<file path="config.mk">
export PLATFORM = sky130hd
export DESIGN_NAME = dii_packet_arbiter_flat
export DESIGN_NICKNAME = d
export VERILOG_FILES = /design/src/rtl/dii_packet_arbiter_if.sv /design/src/rtl/dii_packet_arbiter.sv /design/src/flat_wrapper.sv
export SDC_FILE = /design/constraint.sdc
export NUM_CORES = 1
export LEC_CHECK = 0
export CAP_MARGIN = 20
export CORE_MARGIN = 2
export CORE_UTILIZATION = 40
export DETAILED_ROUTE_END_ITERATION = 16
export HOLD_SLACK_MARGIN = 0.02
export MAX_ROUTING_LAYER = met4
export PLACE_DENSITY = 0.91
export SETUP_SLACK_MARGIN = 0.5
export SLEW_MARGIN = 20
export SYNTH_ARGS = -nofsm -noshare
export SYNTH_HDL_FRONTEND = slang
export SYNTH_SLANG_ARGS = --single-unit
</file>
<file path="constraint.sdc">
create_clock -name clk -period 2.9 [get_ports clk]
set_input_delay 0.87 -clock clk [delete_from_list [all_inputs] [get_ports clk]]
set_output_delay 0.87 -clock clk [all_outputs]
set_load 0.02 [all_outputs]
</file>
<file path="src/rtl/dii_packet_arbiter_if.sv">
// Bundles the arbiter's per-port DII input streams, the arbitrated output
// stream and the grant/busy status into one interface.
//   master : drives input beats and out_ready; observes ready, out_*, grant, busy
//   slave  : the arbiter side of the same signals
interface dii_packet_arbiter_if #(
  parameter int unsigned PORTS = 2
);
  localparam int unsigned DATA_W = 16;

  logic [PORTS*DATA_W-1:0] in_flat_data;
  logic [PORTS-1:0]        in_flat_valid;
  logic [PORTS-1:0]        in_flat_first;
  logic [PORTS-1:0]        in_flat_last;
  logic [PORTS-1:0]        in_flat_ready;

  logic [DATA_W-1:0]       out_data;
  logic                    out_valid;
  logic                    out_first;
  logic                    out_last;
  logic                    out_ready;

  logic [PORTS-1:0]        grant;
  logic                    busy;

  modport master (
    output in_flat_data, in_flat_valid, in_flat_first, in_flat_last, out_ready,
    input  in_flat_ready, out_data, out_valid, out_first, out_last, grant, busy
  );

  modport slave (
    input  in_flat_data, in_flat_valid, in_flat_first, in_flat_last, out_ready,
    output in_flat_ready, out_data, out_valid, out_first, out_last, grant, busy
  );
endinterface

</file>
<file path="src/rtl/dii_packet_arbiter.sv">
// Packet-level round-robin arbiter for PORTS DII input streams (1..16).
// A port is locked from its first accepted beat until a beat with last=1 is
// accepted; the output stage is a single-entry register.
// Ports:
//   clk  - sole clock, rising edge
//   rst  - asynchronous active-low reset
//   bus  - slave modport: per-port in_flat_* beats/ready, out_* stream,
//          out_ready back-pressure, one-hot grant and busy status
module dii_packet_arbiter #(
  parameter int unsigned PORTS = 2
) (
  input logic                clk,
  input logic                rst,
  dii_packet_arbiter_if.slave bus
);

  localparam int unsigned DATA_W = 16;
  localparam int unsigned PTR_W  = (PORTS > 1) ? $clog2(PORTS) : 1;

  localparam logic [0:0] ST_IDLE   = 1'b0;
  localparam logic [0:0] ST_LOCKED = 1'b1;

  logic [0:0]        state_q,     state_d;
  logic [PTR_W-1:0]  rr_ptr_q,    rr_ptr_d;
  logic [PORTS-1:0]  grant_q,     grant_d;
  logic              out_valid_q, out_valid_d;
  logic              out_first_q, out_first_d;
  logic              out_last_q,  out_last_d;
  logic [DATA_W-1:0] out_data_q,  out_data_d;

  logic              skid_ready_c;
  logic              accept_c;
  logic              g_valid_c;
  logic              g_first_c;
  logic              g_last_c;
  logic [DATA_W-1:0] g_data_c;
  logic [PTR_W-1:0]  g_next_ptr_c;
  logic [PORTS-1:0]  pick_c;
  logic              pick_found_c;

  // Output register can take a beat when empty or when it drains this cycle.
  assign skid_ready_c = !out_valid_q || bus.out_ready;

  // Beat of the granted port (grant is one-hot, so an AND-OR mux suffices)
  // and the round-robin pointer that follows it.
  always_comb begin
    g_data_c     = '0;
    g_next_ptr_c = '0;
    for (int unsigned i = 0; i < PORTS; i++) begin
      if (grant_q[i]) begin
        g_data_c     = g_data_c | bus.in_flat_data[i*DATA_W +: DATA_W];
        g_next_ptr_c = PTR_W'((i + 1) % PORTS);
      end
    end
  end

  assign g_valid_c = |(bus.in_flat_valid & grant_q);
  assign g_first_c = |(bus.in_flat_first & grant_q);
  assign g_last_c  = |(bus.in_flat_last  & grant_q);

  assign accept_c  = (state_q == ST_LOCKED) && g_valid_c && skid_ready_c;

  // First valid port at or after rr_ptr, wrapping modulo PORTS.
  always_comb begin
    pick_c       = '0;
    pick_found_c = 1'b0;
    for (int unsigned k = 0; k < PORTS; k++) begin
      for (int unsigned i = 0; i < PORTS; i++) begin
        if (!pick_found_c && bus.in_flat_valid[i] &&
            (((32'(rr_ptr_q) + k) % PORTS) == i)) begin
          pick_c[i]    = 1'b1;
          pick_found_c = 1'b1;
        end
      end
    end
  end

  // Next-state logic: packet lock FSM plus the independent output register.
  always_comb begin
    state_d     = state_q;
    rr_ptr_d    = rr_ptr_q;
    grant_d     = grant_q;
    out_valid_d = out_valid_q;
    out_first_d = out_first_q;
    out_last_d  = out_last_q;
    out_data_d  = out_data_q;

    case (state_q)
      ST_IDLE: begin
        if (|bus.in_flat_valid) begin
          state_d = ST_LOCKED;
          grant_d = pick_c;
        end
      end
      ST_LOCKED: begin
        // Lock only releases on an accepted last beat; a stalled port keeps it.
        if (accept_c && g_last_c) begin
          state_d  = ST_IDLE;
          grant_d  = '0;
          rr_ptr_d = g_next_ptr_c;
        end
      end
      default: begin
        state_d = ST_IDLE;
        grant_d = '0;
      end
    endcase

    // Output register drains regardless of FSM state; data stays stable.
    if (accept_c) begin
      out_valid_d = 1'b1;
      out_first_d = g_first_c;
      out_last_d  = g_last_c;
      out_data_d  = g_data_c;
    end else if (bus.out_ready) begin
      out_valid_d = 1'b0;
    end
  end

  // State and output registers.
  always_ff @(posedge clk or negedge rst) begin
    if (!rst) begin
      state_q     <= ST_IDLE;
      rr_ptr_q    <= '0;
      grant_q     <= '0;
      out_valid_q <= 1'b0;
      out_first_q <= 1'b0;
      out_last_q  <= 1'b0;
      out_data_q  <= '0;
    end else begin
      state_q     <= state_d;
      rr_ptr_q    <= rr_ptr_d;
      grant_q     <= grant_d;
      out_valid_q <= out_valid_d;
      out_first_q <= out_first_d;
      out_last_q  <= out_last_d;
      out_data_q  <= out_data_d;
    end
  end

  // Only the granted port sees ready, and only while locked.
  assign bus.in_flat_ready = (state_q == ST_LOCKED && skid_ready_c) ? grant_q : '0;
  assign bus.out_data      = out_data_q;
  assign bus.out_valid     = out_valid_q;
  assign bus.out_first     = out_first_q;
  assign bus.out_last      = out_last_q;
  assign bus.grant         = grant_q;
  assign bus.busy          = (state_q == ST_LOCKED);

endmodule

</file>
<file path="src/flat_wrapper.sv">
// flat-port wrapper written by rule: the top's interface ports become plain ports
module dii_packet_arbiter_flat 
#(
  parameter int unsigned PORTS = 2
)
  (clk, rst, bus_in_flat_data, bus_in_flat_valid, bus_in_flat_first, bus_in_flat_last, bus_out_ready, bus_in_flat_ready, bus_out_data, bus_out_valid, bus_out_first, bus_out_last, bus_grant, bus_busy);
  dii_packet_arbiter_if #(.PORTS(PORTS)) bus_i ();
  input logic clk;
  input logic rst;
  input wire logic [$bits(bus_i.in_flat_data)-1:0] bus_in_flat_data;
  input wire logic [$bits(bus_i.in_flat_valid)-1:0] bus_in_flat_valid;
  input wire logic [$bits(bus_i.in_flat_first)-1:0] bus_in_flat_first;
  input wire logic [$bits(bus_i.in_flat_last)-1:0] bus_in_flat_last;
  input wire logic [$bits(bus_i.out_ready)-1:0] bus_out_ready;
  output wire logic [$bits(bus_i.in_flat_ready)-1:0] bus_in_flat_ready;
  output wire logic [$bits(bus_i.out_data)-1:0] bus_out_data;
  output wire logic [$bits(bus_i.out_valid)-1:0] bus_out_valid;
  output wire logic [$bits(bus_i.out_first)-1:0] bus_out_first;
  output wire logic [$bits(bus_i.out_last)-1:0] bus_out_last;
  output wire logic [$bits(bus_i.grant)-1:0] bus_grant;
  output wire logic [$bits(bus_i.busy)-1:0] bus_busy;
  assign bus_i.in_flat_data = bus_in_flat_data;
  assign bus_i.in_flat_valid = bus_in_flat_valid;
  assign bus_i.in_flat_first = bus_in_flat_first;
  assign bus_i.in_flat_last = bus_in_flat_last;
  assign bus_i.out_ready = bus_out_ready;
  assign bus_in_flat_ready = bus_i.in_flat_ready;
  assign bus_out_data = bus_i.out_data;
  assign bus_out_valid = bus_i.out_valid;
  assign bus_out_first = bus_i.out_first;
  assign bus_out_last = bus_i.out_last;
  assign bus_grant = bus_i.grant;
  assign bus_busy = bus_i.busy;
  dii_packet_arbiter #(.PORTS(PORTS)) u_core (.clk(clk), .rst(rst), .bus(bus_i));
endmodule
</file>
After elaboration in Yosys (flattened, before gate mapping)

Index checks and enable logic that the tools add are counted.

Register bits after elaboration: 23
Memories kept: 0
Output and inout port bits: 24
Latch bits: 0
Logic and storage cells: 59
Input bits: 41
Memory bits (writable): 0
Memory bits (read-only): 0

Divide/modulo/power cells: 0
Reduce and logical (&&, ||, !) cells: 25
Equal/unequal tests: 2
Shifts and indexed selects: 0
Bitwise logic cells: 5
Multipliers: 0
Multiplexer cells: 19
Order comparisons: 0
$add $sub $neg: 1

Operator list:

| operator                                                         | number |
|---|---|
| 32-bit zero test                                                 | 2 |
| 16-bit 2-to-1 mux                                                | 2 |
| 16-bit OR                                                        | 1 |
| 1-bit 2-to-1 mux                                                 | 12 |
| 1-bit logical AND                                                | 11 |
| 2-bit OR reduction                                               | 4 |
| 2-bit AND                                                        | 3 |
| 2-bit 2-to-1 mux                                                 | 3 |
| 1-bit zero test                                                  | 4 |
| 2-bit one-hot mux with 2 select lines                            | 1 |
| 2-bit AND reduction                                              | 2 |
| 2-bit by 1-bit != test with 1-bit output (second input constant) | 1 |
| 2-bit != test (second input constant)                            | 1 |
| 1-bit one-hot mux with 2 select lines                            | 1 |
| 2-bit nonzero test                                               | 1 |
| 1-bit adder (second input constant)                              | 1 |
| 1-bit logical OR                                                 | 1 |
| 1-bit inverter                                                   | 1 |

Longest topological paths before layout

Word-level depth: 17
Depth in mapped cells: 4
Mapped depth without buffers: 3

Worst setup path after synthesis

No wires, ideal clock.

Path type: in2out
Start point: in bus_out_ready
End point: out bus_in_flat_ready[0]
Buffers on the path: 0
Setup slack: 682 ps
Data arrival time: 1348 ps
Stages on the path: 2
Required time: 2030 ps
Cell sequence: nand2b_1 > and3_1

Word-level cells in the longest chain between the ends: 3

Ends and longest elaborated chain:

| what              | line                      | text |
|---|---|---|
| start, declared   | flat_wrapper.sv:14        | `input wire logic [$bits(bus_i.out_ready)-1:0] bus_out_ready;` |
| 1-bit logical OR  | dii_packet_arbiter.sv:42  | `assign skid_ready_c = !out_valid_q \|\| bus.out_ready;` |
| 1-bit logical AND | dii_packet_arbiter.sv:142 | `assign bus.in_flat_ready = (state_q == ST_LOCKED && skid_ready_c) ? grant_q : '0;` |
| 2-bit 2-to-1 mux  | dii_packet_arbiter.sv:142 |  |
| end, declared     | flat_wrapper.sv:15        | `output wire logic [$bits(bus_i.in_flat_ready)-1:0] bus_in_flat_ready;` |

No other way between the ends.

Final worst setup path

Start point: in bus_out_ready
End point: out bus_in_flat_ready[1]

The elaborated chain is that of the path after synthesis.

==> impl_metrics.yaml <==
route:
  top_layer: "met4"
  vias_per_cell: 5.35
  m1WireLength_microns: 1080
  dr_wl_met2_microns: 1650
  drt-initial-drc-count: 22
  vias: 968
  post_drt_wl_per_cell_microns: 16.0
  wl_met3_microns: 120
  drtAntennaViolNets: 0
  totalWireLength_microns: 2890
  drt_pass1_iterations: 3
  route.detailed.drc: 0
critical_path:
  worstPathRequired_ns: 2.03
  crit_type: "input pin to primary output"
  arrival_ns: 1.48
  r2r-start: "u_core.bus.grant[0]"
  r2r_slack_ns: 1.08
  critPathLaunchType: "input pin"
  worstPathMaxFanout: 3
  worstRegToRegCells: 5
  end_kind: "primary output"
  r2r-end: "u_core.bus.out_data[9]"
placement:
  port-buffer-count: 64
  gp_congestion: 0.746
  post-place-ws_ns: -0.169
  place_area_sq_um: 1810
  dpl.hpwl_microns: 2260
power:
  leakagePower_nw: 0.863
  vdd.ir_drop.worst_uv: 565
  power_w: 0.00178
  p_per_area_nw_per_um2: 949
synthesis:
  yosysWarnings: 0
  synth_nets: 122
  yosysUniqueCellTypes: 20
  syn_inst: 81
  synth_seq_cells: 23
  avgSynthCellArea_sq_um: 13.9
  yosysSeqAreaShare_pct: 51.0
  synth_area_sq_um: 1130
timing:
  min_period_over_period_pct: 81.1
  setup-tns-final_ns: 0
  max_freq_mhz: 425
  rsz0062_at_grt: "no"
  report.final.slew_viol_count: 0
  worst_slew_pin_slew_ns: 0.326
  relSlewSlack_pct: 78.2
  finClkSkew_ns: 0.00830
  setup_ws_ns: 0.547
  hold_viol: 0
  setup_viol: 0
  min_period_ns: 2.35
floorplanning:
  start_util_pct: 41.6
  io_pins: 65
  dieWidth_microns: 57.1
  core_area_sq_um: 2710
  die_area_sq_um: 3260
  die_h_microns: 57.1
  rows: 19
clock_network:
  cts_root_buf: "clkbuf_4"
  h-tree-depth: 1
  clock_latency_ns: 0.31
  clkTransAtPathRegs_ns: 0.11
  cts.path.max_buffers: 2
  cts_tree: "built"
  cts_sinks: 23
  postCtsHoldBufs: 0
  cts_buffers: 3
layout:
  mostFrequentLayoutCell: "clkdlybuf4s50_1"
  drive_above_1_share_pct: 26.0
  nNetsFinal: 192
  fillers: 201
  final_cell_mix: "clkdlybuf4s50_1, dfrtp_1, a22o_1"
  fin_area_sq_um: 1870
  num_antenna_cells: 0
  area_delta_synth_final_pct: 65.9
run:
  maxCapViolations: 0
min_path:
  hold_path_end: "u_core.bus.out_last"
  hold_path.class: "register to register"
  hold_start: "u_core.bus.out_last"
  hold_depth: 1
grt:
  grt_pass1_wl_microns: 4820
  grt_usage_pct: 19.5
  overflow: 0
  grt_pass1_vias: 1052
  grt_max_degree: 24
  antenna_found_initial: 0
outcome:
  outcome: "complete, no violations"
-- cell usage after synthesis --
cell type	number	area, sq um
dfrtp_1	23	576
and3_1	2	12.5
a31o_2	2	17.5
a211oi_1	1	7.51
clkbuf_1	4	15.0
o211a_1	1	10.0
inv_1	2	7.51
nand3_4	1	17.5
o31a_1	1	8.76
nand4_1	1	6.26
mux2_2	10	113
a21bo_2	1	10.0
buf_6	1	11.3
nand2_1	1	3.75
o21ai_0	1	5.00
a22o_1	18	158
nor2b_1	1	6.26
nand2b_1	1	6.26
a22o_4	1	17.5
mux2_4	8	120
-- state kept, by name (all words and copies together), names as in the netlist --
register,flops
u_core.bus.busy,1
u_core.bus.grant,2
u_core.bus.out_data,16
u_core.bus.out_first,1
u_core.bus.out_last,1
u_core.bus.out_valid,1
u_core.rr_ptr_q,1
-- final cells by class --
class                           count  area [sq um]  share of cell area, %
Tap cell                           31          38.8                   2.07
Sequential cell                    23           579                   30.9
Timing Repair Buffer               70           688                   36.8
Inverter                            2          7.51                  0.401
Multi-Input combinational cell     51           532                   28.4
Clock buffer                        4          26.3                   1.40
-- worst max-delay path: stages --
cell,delay [ns]
clkdlybuf4s15_1,0.16
nand2b_4,0.14
and3_1,0.19
buf_6,0.13
-- power breakdown --
group	internal (W)	switching, W	total (W)
clock network	0.0000537	0.0000922	0.000146
logic	0.000606	0.000458	0.00106
registers	0.000465	0.000102	0.000566
total	0.00112	0.000652	0.00178
-- per-layer routing --
metal	global-route usage (%)	up-vias
met3	3.85	4
li1	-	454
met5	-	-
met4	4.32	0
met1	22.5	484
met2	35.0	26
-- cells by family after synthesis --
| family | count (synthesis) | synth area share (%) |
|---|---|---|
| AND/OR/NAND/NOR | 7 | 4.66 |
| buffers and inverters | 7 | 2.99 |
| flip-flops | 23 | 51.0 |
| multiplexers | 18 | 20.6 |
| AO/OA/AOI/OAI | 26 | 20.7 |
-- through the flow --
step / util, % / hold slack [ns] / cells
after floorplan: - / 0.504 / 81
after global placement: 66.9 / 0.480 / 175
after detailed placement: 66.9 / 0.489 / 175
after CTS: 68.8 / 0.518 / 181
after global routing: 69.1 / 0.533 / 181
final: 69.1 / 0.511 / 181
-- worst max-delay path by stage --
stage	start	to	slack, ns	cells past startpoint
after floorplan	bus_out_ready	bus_in_flat_ready[0]	0.68	2
after global placement	bus_out_ready	bus_in_flat_ready[1]	-0.16	4
after detailed placement	bus_out_ready	bus_in_flat_ready[1]	-0.17	4
after CTS	bus_out_ready	bus_in_flat_ready[1]	0.48	4
after global routing	bus_out_ready	bus_in_flat_ready[1]	0.50	4
final	bus_out_ready	bus_in_flat_ready[1]	0.55	4
-- repair_timing --
action / CTS / global route
endpoints found under the setup margin: 4 / 3
setup buffers: 2 / 0
resized for setup: 16 / 3
No activity file was read; power rests on OpenSTA's default activity.
